==> src/rtl/pipeline_stall_controller_if.sv <==
// Control bundle between the stall sequencer and the pipeline/SRAM side.
// The master drives the stage controls, the SRAM request and the debug/perf outputs.
interface pipeline_stall_controller_if #(
  parameter int CNT_W = 16
);
  logic             hazard_detected;
  logic             Branch_taken;
  logic             Mem_R_EN;
  logic             Mem_W_EN;
  logic             sram_ready;
  logic             sram_req;
  logic             freeze_IF;
  logic             flush_IF_ID;
  logic             bubble_ID_EXE;
  logic             freeze_pipe;
  logic             mem_timeout;
  logic [CNT_W-1:0] stall_count;
  logic [CNT_W-1:0] flush_count;
  logic [1:0]       state;

  modport master (
    input  hazard_detected, Branch_taken, Mem_R_EN, Mem_W_EN, sram_ready,
    output sram_req, freeze_IF, flush_IF_ID, bubble_ID_EXE, freeze_pipe,
           mem_timeout, stall_count, flush_count, state
  );

  modport slave (
    output hazard_detected, Branch_taken, Mem_R_EN, Mem_W_EN, sram_ready,
    input  sram_req, freeze_IF, flush_IF_ID, bubble_ID_EXE, freeze_pipe,
           mem_timeout, stall_count, flush_count, state
  );
endinterface

==> src/rtl/pipeline_stall_controller.sv <==
// Stall/flush sequencer for the 5-stage pipeline: merges hazard, branch and SRAM
// wait events into freeze/flush/bubble controls, owns the SRAM handshake and perf counters.
module pipeline_stall_controller #(
  parameter int CNT_W   = 16,
  parameter int TIMEOUT = 64
) (
  input logic                         clk,
  input logic                         rst,
  pipeline_stall_controller_if.master bus
);

  typedef enum logic [1:0] {
    RUN      = 2'b00,
    MEM_WAIT = 2'b01,
    ABORT    = 2'b10
  } state_t;

  localparam logic [7:0]       WAIT_LAST = 8'(TIMEOUT - 1);
  localparam logic [CNT_W-1:0] CNT_MAX   = {CNT_W{1'b1}};
  localparam logic [CNT_W-1:0] CNT_ONE   = CNT_W'(1'b1);

  state_t           state_r;
  state_t           next_state_s;
  logic [7:0]       wait_cnt_r;
  logic [7:0]       wait_cnt_next_s;
  logic             mem_timeout_r;
  logic [CNT_W-1:0] stall_count_r;
  logic [CNT_W-1:0] flush_count_r;

  logic             mem_op_s;
  logic             sram_req_s;
  logic             freeze_if_s;
  logic             flush_s;
  logic             bubble_s;
  logic             freeze_pipe_s;
  logic             timeout_set_s;

  // Unfrozen-cycle controls {freeze_IF, flush_IF_ID, bubble_ID_EXE}; a taken branch
  // wins over a hazard because the hazarding instruction is on the wrong path.
  function automatic logic [2:0] advance_ctl(input logic branch, input logic hazard);
    logic [2:0] ctl;
    if (branch) begin
      ctl = 3'b011;
    end else if (hazard) begin
      ctl = 3'b101;
    end else begin
      ctl = 3'b000;
    end
    return ctl;
  endfunction

  assign mem_op_s = bus.Mem_R_EN | bus.Mem_W_EN;

  // Next-state, wait watchdog and per-cycle stage controls.
  always_comb begin
    next_state_s    = state_r;
    wait_cnt_next_s = wait_cnt_r;
    sram_req_s      = 1'b0;
    freeze_if_s     = 1'b0;
    flush_s         = 1'b0;
    bubble_s        = 1'b0;
    freeze_pipe_s   = 1'b0;
    timeout_set_s   = 1'b0;
    case (state_r)
      RUN: begin
        if (mem_op_s) begin
          freeze_pipe_s   = 1'b1;
          freeze_if_s     = 1'b1;
          next_state_s    = MEM_WAIT;
          wait_cnt_next_s = 8'd0;
        end else begin
          {freeze_if_s, flush_s, bubble_s} = advance_ctl(bus.Branch_taken, bus.hazard_detected);
          next_state_s = RUN;
        end
      end
      MEM_WAIT: begin
        sram_req_s = 1'b1;
        if (!bus.sram_ready) begin
          // Frozen cycle: branch/hazard wait for the first unfrozen cycle.
          freeze_pipe_s   = 1'b1;
          freeze_if_s     = 1'b1;
          wait_cnt_next_s = wait_cnt_r + 8'd1;
          if (wait_cnt_r == WAIT_LAST) begin
            next_state_s  = ABORT;
            timeout_set_s = 1'b1;
          end else begin
            next_state_s = MEM_WAIT;
          end
        end else begin
          {freeze_if_s, flush_s, bubble_s} = advance_ctl(bus.Branch_taken, bus.hazard_detected);
          next_state_s = RUN;
        end
      end
      ABORT: begin
        {freeze_if_s, flush_s, bubble_s} = advance_ctl(bus.Branch_taken, bus.hazard_detected);
        next_state_s    = RUN;
        wait_cnt_next_s = 8'd0;
      end
      default: begin
        next_state_s    = RUN;
        wait_cnt_next_s = 8'd0;
      end
    endcase
  end

  // State, watchdog counter and sticky timeout flag.
  always_ff @(posedge clk or posedge rst) begin
    if (rst) begin
      state_r       <= RUN;
      wait_cnt_r    <= 8'd0;
      mem_timeout_r <= 1'b0;
    end else begin
      state_r       <= next_state_s;
      wait_cnt_r    <= wait_cnt_next_s;
      mem_timeout_r <= mem_timeout_r | timeout_set_s;
    end
  end

  // Saturating stall/flush performance counters.
  always_ff @(posedge clk or posedge rst) begin
    if (rst) begin
      stall_count_r <= {CNT_W{1'b0}};
      flush_count_r <= {CNT_W{1'b0}};
    end else begin
      if (freeze_if_s && (stall_count_r != CNT_MAX)) begin
        stall_count_r <= stall_count_r + CNT_ONE;
      end else begin
        stall_count_r <= stall_count_r;
      end
      if (flush_s && (flush_count_r != CNT_MAX)) begin
        flush_count_r <= flush_count_r + CNT_ONE;
      end else begin
        flush_count_r <= flush_count_r;
      end
    end
  end

  // Controls are forced low while reset is held, so an abandoned request drops at once.
  assign bus.sram_req      = sram_req_s    & ~rst;
  assign bus.freeze_IF     = freeze_if_s   & ~rst;
  assign bus.flush_IF_ID   = flush_s       & ~rst;
  assign bus.bubble_ID_EXE = bubble_s      & ~rst;
  assign bus.freeze_pipe   = freeze_pipe_s & ~rst;
  assign bus.mem_timeout   = mem_timeout_r;
  assign bus.stall_count   = stall_count_r;
  assign bus.flush_count   = flush_count_r;
  assign bus.state         = state_r;

endmodule

==> src/flat_wrapper.sv <==
// flat-port wrapper written by rule: the top's interface ports become plain ports
module pipeline_stall_controller_flat 
#(
  parameter int CNT_W   = 16,
  parameter int TIMEOUT = 64
)
  (clk, rst, bus_hazard_detected, bus_Branch_taken, bus_Mem_R_EN, bus_Mem_W_EN, bus_sram_ready, bus_sram_req, bus_freeze_IF, bus_flush_IF_ID, bus_bubble_ID_EXE, bus_freeze_pipe, bus_mem_timeout, bus_stall_count, bus_flush_count, bus_state);
  pipeline_stall_controller_if #(.CNT_W(CNT_W)) bus_i ();
  input logic clk;
  input logic rst;
  input wire logic [$bits(bus_i.hazard_detected)-1:0] bus_hazard_detected;
  input wire logic [$bits(bus_i.Branch_taken)-1:0] bus_Branch_taken;
  input wire logic [$bits(bus_i.Mem_R_EN)-1:0] bus_Mem_R_EN;
  input wire logic [$bits(bus_i.Mem_W_EN)-1:0] bus_Mem_W_EN;
  input wire logic [$bits(bus_i.sram_ready)-1:0] bus_sram_ready;
  output wire logic [$bits(bus_i.sram_req)-1:0] bus_sram_req;
  output wire logic [$bits(bus_i.freeze_IF)-1:0] bus_freeze_IF;
  output wire logic [$bits(bus_i.flush_IF_ID)-1:0] bus_flush_IF_ID;
  output wire logic [$bits(bus_i.bubble_ID_EXE)-1:0] bus_bubble_ID_EXE;
  output wire logic [$bits(bus_i.freeze_pipe)-1:0] bus_freeze_pipe;
  output wire logic [$bits(bus_i.mem_timeout)-1:0] bus_mem_timeout;
  output wire logic [$bits(bus_i.stall_count)-1:0] bus_stall_count;
  output wire logic [$bits(bus_i.flush_count)-1:0] bus_flush_count;
  output wire logic [$bits(bus_i.state)-1:0] bus_state;
  assign bus_i.hazard_detected = bus_hazard_detected;
  assign bus_i.Branch_taken = bus_Branch_taken;
  assign bus_i.Mem_R_EN = bus_Mem_R_EN;
  assign bus_i.Mem_W_EN = bus_Mem_W_EN;
  assign bus_i.sram_ready = bus_sram_ready;
  assign bus_sram_req = bus_i.sram_req;
  assign bus_freeze_IF = bus_i.freeze_IF;
  assign bus_flush_IF_ID = bus_i.flush_IF_ID;
  assign bus_bubble_ID_EXE = bus_i.bubble_ID_EXE;
  assign bus_freeze_pipe = bus_i.freeze_pipe;
  assign bus_mem_timeout = bus_i.mem_timeout;
  assign bus_stall_count = bus_i.stall_count;
  assign bus_flush_count = bus_i.flush_count;
  assign bus_state = bus_i.state;
  pipeline_stall_controller #(.CNT_W(CNT_W), .TIMEOUT(TIMEOUT)) u_core (.clk(clk), .rst(rst), .bus(bus_i));
endmodule
==> config.mk <==
export PLATFORM = sky130hd
export DESIGN_NAME = pipeline_stall_controller_flat
export DESIGN_NICKNAME = d
export VERILOG_FILES = /design/src/rtl/pipeline_stall_controller_if.sv /design/src/rtl/pipeline_stall_controller.sv /design/src/flat_wrapper.sv
export SDC_FILE = /design/constraint.sdc
export NUM_CORES = 1
export LEC_CHECK = 0
export ABC_AREA = 0
export BUFFER_PORTS_ARGS = -buffer_cell sky130_fd_sc_hd__buf_4
export CAP_MARGIN = 20
export CORE_MARGIN = 3
export CORE_UTILIZATION = 40
export DETAILED_ROUTE_END_ITERATION = 16
export MAX_ROUTING_LAYER = met4
export PLACE_DENSITY = 0.66
export SETUP_SLACK_MARGIN = 0.5
export SYNTH_ARGS = -nofsm -noshare
export SYNTH_HDL_FRONTEND = slang
export SYNTH_SLANG_ARGS = --single-unit
==> constraint.sdc <==
create_clock -name clk -period 3 [get_ports clk]
set_input_delay 0.9 -clock clk [delete_from_list [all_inputs] [get_ports clk]]
set_output_delay 0.9 -clock clk [all_outputs]
set_load 0.03 [all_outputs]
After elaboration in Yosys (flattened, before gate mapping):

Index checks and enable logic that the tools add are counted.

* logic and storage cells: 52
* output and inout port bits: 40
* register bits: 43
* bits of input ports: 7

* bitwise operators: 8
* mux-type cells: 25
* $add $sub $neg: 3
* equality and inequality tests: 7
* reductions and logical operators: 4

Operators with widths (number)
* $add A16 B1 Y16 const B: 2
* $ne A16 B16 Y1 const B: 2
* $mux W8: 2
* $pmux W8 S2: 1
* $mux W1: 13
* $pmux W1 S3: 3
* $add A8 B1 Y8 const B: 1
* $eq A8 B6 Y1 const B: 1
* $mux W3: 2
* $and A1 B1 Y1: 5
* $mux W2: 2
* $pmux W2 S2: 1
* $eq A2 B1 Y1 const B: 1
* $eq A2 B2 Y1 const B: 1
* $logic_and A1 B1 Y1: 2
* $logic_not A2 Y1: 1
* $ne A2 B1 Y1 const B: 1
* $ne A2 B2 Y1 const B: 1
* $or A1 B1 Y1: 2
* $pmux W1 S2: 1
* $reduce_and A2 Y1: 1
* $not A1 Y1: 1

Logic depth before layout (Yosys ltp):

* depth in word-level cells: 5
* mapped depth: 6
* mapped depth without buffers: 5

Worst setup path after synthesis:

No wires, ideal clock.

* path type: input -> output
* start point: in bus_Mem_W_EN
* end point: out bus_bubble_ID_EXE
* required time: 2100 ps
* cell stages on the path: 3
* slack: -68 ps
* data arrival time: 2168 ps
* cell sequence: nor2_1 nor3_1 nor4b_1

* word-level cells in the longest chain between the ends: 4

Ends and longest elaborated chain
* start, declared: line flat_wrapper.sv:14 `input wire logic [$bits(bus_i.Mem_W_EN)-1:0] bus_Mem_W_EN;`
* $or A1 B1 Y1: line pipeline_stall_controller.sv:52 `assign mem_op_s = bus.Mem_R_EN | bus.Mem_W_EN;`
* $mux W1: line pipeline_stall_controller.sv:66 `if (mem_op_s) begin`
* $pmux W1 S3: line pipeline_stall_controller.sv:64 `case (state_r)`
* $and A1 B1 Y1: line pipeline_stall_controller.sv:142 `assign bus.bubble_ID_EXE = bubble_s & ~rst;`
* end, declared: line flat_wrapper.sv:19 `output wire logic [$bits(bus_i.bubble_ID_EXE)-1:0] bus_bubble_ID_EXE;`

Every way passes these cells.

Final worst setup path:

* start point: in bus_Mem_W_EN
* end point: out bus_freeze_IF

* word-level cells in the longest chain between the ends: 4

Ends and longest elaborated chain
* $or A1 B1 Y1: line pipeline_stall_controller.sv:52
* $mux W1: line pipeline_stall_controller.sv:66
* $pmux W1 S3: line pipeline_stall_controller.sv:64
* $and A1 B1 Y1: line pipeline_stall_controller.sv:140 `assign bus.freeze_IF = freeze_if_s & ~rst;`
* end, declared: line flat_wrapper.sv:17 `output wire logic [$bits(bus_i.freeze_IF)-1:0] bus_freeze_IF;`

Every way passes these cells.

==> impl_metrics.env <==
export IMPL_die_y_um=82.4
export IMPL_io_buffers=46
export IMPL_setup_viol=0
export IMPL_worst_slew_pin_transition_ns=0.719
export IMPL_cp_slowest_cell="or3_4"
export IMPL_met3_length_um=271
export IMPL_hpwlAfterDp_um=3910
export IMPL_grt_max_degree=20
export IMPL_crit_required_ns=2.10
export IMPL_max_freq_mhz=370
export IMPL_p_leak_nw=1.35
export IMPL_die_area_sq_um=6790
export IMPL_clock_sinks=43
export IMPL_start_util_pct=41.9
export IMPL_wl_um=5260
export IMPL_tns_ns=0
export IMPL_synth_top_cell_by_area="dfrtp_1"
export IMPL_worstPathArrival_ns=1.80
export IMPL_grt_overflow_total=0
export IMPL_ctsRootBufferMaster="clkbuf_8"
export IMPL_vias=1912
export IMPL_drv_cap=0
export IMPL_detail_route_vias_per_cell=5.37
export IMPL_cts_buffers=5
export IMPL_power_density_nw_per_um2=695
export IMPL_io_pins=47
export IMPL_synth_edf_count=0
export IMPL_utilization_pct=54.5
export IMPL_drc=0
export IMPL_grt_pass1_wl_um=8940
export IMPL_hp_class="reg2reg"
export IMPL_synth_warnings=0
export IMPL_cts_hold_buf=0
export IMPL_die_width_um=82.4
export IMPL_finalHoldWorstSlack_ns=0.486
export IMPL_layout_nets=293
export IMPL_period_minus_slack_ns=2.70
export IMPL_layout_commonest_cell="buf_4"
export IMPL_synth_cells=224
export IMPL_drive_gt1_share_pct=33.5
export IMPL_mostFrequentLayoutCells="buf_4, dfrtp_1, xor2_1"
export IMPL_grt_pass1_vias=1821
export IMPL_dr_wl_met2_um=2400
export IMPL_m1WireLength_um=2540
export IMPL_syn_to_final_growth_pct=30.2
export IMPL_status="completed"
export IMPL_top_layer="met4"
export IMPL_critical_path_cell_chain="buf_8 -> or3_4 -> a32oi_4 -> nor2_4 -> buf_6"
export IMPL_slew_viol_final=0
export IMPL_antenna_cells=0
export IMPL_synth_area_sq_um=2330
export IMPL_ys_ff_latch=43
export IMPL_synth_flop_cell="dfrtp_1"
export IMPL_synthArstFlopShare_pct=100
export IMPL_period_share_pct=90.1
export IMPL_clkTransAtPathRegs_ns=0.07
export IMPL_crit_buf_inv=2
export IMPL_gp_congestion=0.876
export IMPL_final_hold_violation_count=0
export IMPL_endpoint_kind="primary output"
export IMPL_critical_path_class="in2out"
export IMPL_core_area_sq_um=5570
export IMPL_slew_headroom_pct=52.0
export IMPL_insertion_delay_ns=0.30
export IMPL_avgRoutedWirePerCell_um=14.8
export IMPL_antenna_found_initial=0
export IMPL_drt_iter0_drc=98
export IMPL_first_pass_iters=4
export IMPL_rows=27
export IMPL_yosys_cell_types_count=46
export IMPL_netlist_area_leader_share_pct=46.1
export IMPL_startpoint_type="primary input"
export IMPL_ys_top_cells_by_area="dfrtp_1, xor2_1, nor4_1, nand3_1, nand2_1"
export IMPL_cts_buffer_depth=2
export IMPL_syn_nets=234
export IMPL_fin_skew_ns=0.00639
export IMPL_rsz0062_at_grt="yes"
export IMPL_htree_levels=2
export IMPL_critical_path_peak_fanout=3
export IMPL_gr_usage_all_layers_pct=17.7
export IMPL_cts_tree="done"
export IMPL_ys_seq_area_share_pct=46.1
export IMPL_ant_nets=0
export IMPL_synth_avg_cell_area_sq_um=10.4
export IMPL_slowest_delay_ns=0.39
export IMPL_critPathTopFamily="simple AND/OR/NAND/NOR gates"
export IMPL_ir_drop_v=0.000474
## synth_stat cells (all sizes together) (3+ instances only)
cell and number:
nor3 12, ha 3, and4 4, a21oi 9
o21ai 6, xor2 24, nand4 7, inv 8
nand3 14, buf 5, nand2 18, and3 4
dfrtp 43, nor2 10, mux2 8, or2 3
or3 6, nor4 14, nor4b 3
## final cells by class
class | count | area [sq um]
Fill cell | 520 | 2530
Tap cell | 72 | 90.1
Clock buffer | 5 | 68.8
Multi-Input combinational cell | 167 | 1260
Inverter | 8 | 30.0
Timing Repair Buffer | 58 | 469
Clock inverter | 3 | 43.8
Sequential cell | 43 | 1080
## final timing paths
path,start,endpoint,slack [ns],depth (start not counted)
worst max-delay path,bus_Mem_W_EN,bus_freeze_IF,0.30,5
worst min-delay path,u_core.bus.mem_timeout$_DFF_PP0_,u_core.bus.mem_timeout$_DFF_PP0_,0.49,1
worst max register to register,u_core.bus.flush_count[0]$_DFFE_PP0P_,u_core.bus.flush_count[1]$_DFFE_PP0P_,0.98,5
worst min register to register,u_core.bus.mem_timeout$_DFF_PP0_,u_core.bus.mem_timeout$_DFF_PP0_,0.49,1
max in group asynchronous,rst,u_core.bus.flush_count[0]$_DFFE_PP0P_,1.57,3
min in group asynchronous,rst,u_core.wait_cnt_r[3]$_DFFE_PP0P_,0.79,2
## flip-flops by register name, indices dropped and copies added (netlist names)
register,count
u_core.wait_cnt_r,8
u_core.bus.stall_count,16
u_core.bus.flush_count,16
u_core.bus.mem_timeout,1
u_core.bus.state,2
## routing by layer
metal  GRT usage, %  vias to the layer above
li1               -                      944
met1           24.3                      919
met2           25.9                       45
met3           4.56                        4
met4           4.98                        0
met5              -                        -
## metrics by stage
stage | power [mW] | area [sq um] | setup slack [ns] | cells
final | 2.11 | 3040 | 0.298 | 356
after global routing | 2.25 | 3040 | 0.267 | 356
after CTS | 2.13 | 3000 | 0.277 | 355
after detailed placement | 1.66 | 2810 | 0.250 | 342
after global placement | 1.64 | 2810 | 0.255 | 342
after floorplan | 1.37 | 2370 | 0.300 | 224
## what timing repair did
| action | 4_1_cts | 5_1_grt |
|---|---|---|
| hold endpoints to repair | 0 | 0 |
| setup buffers | 5 | 1 |
| pin swaps | 8 | 8 |
| resized for setup | 11 | 7 |
| endpoints found under the setup margin | 4 | 4 |
## cell families (layout without fill, tap and decap cells)
logic type | Yosys count | in the layout | share of synthesized area (%)
muxes | 8 | 8 | 4.34
AOI/OAI and AO/OA | 30 | 30 | 10.1
adders and majority gates | 3 | 3 | 1.61
xor gates and xnor gates | 25 | 25 | 9.38
DFF | 43 | 43 | 46.1
buffers and inverters | 14 | 74 | 3.06
and+or+nand+nor | 101 | 101 | 25.4
## power by group
group          switching (mW)  internal (mW)  total, mW  leakage, nW
registers               0.186          0.700      0.887        0.544
logic                   0.463          0.316      0.779        0.752
clock network           0.200          0.248      0.448       0.0581
No activity file was read; power rests on OpenSTA's default activity.
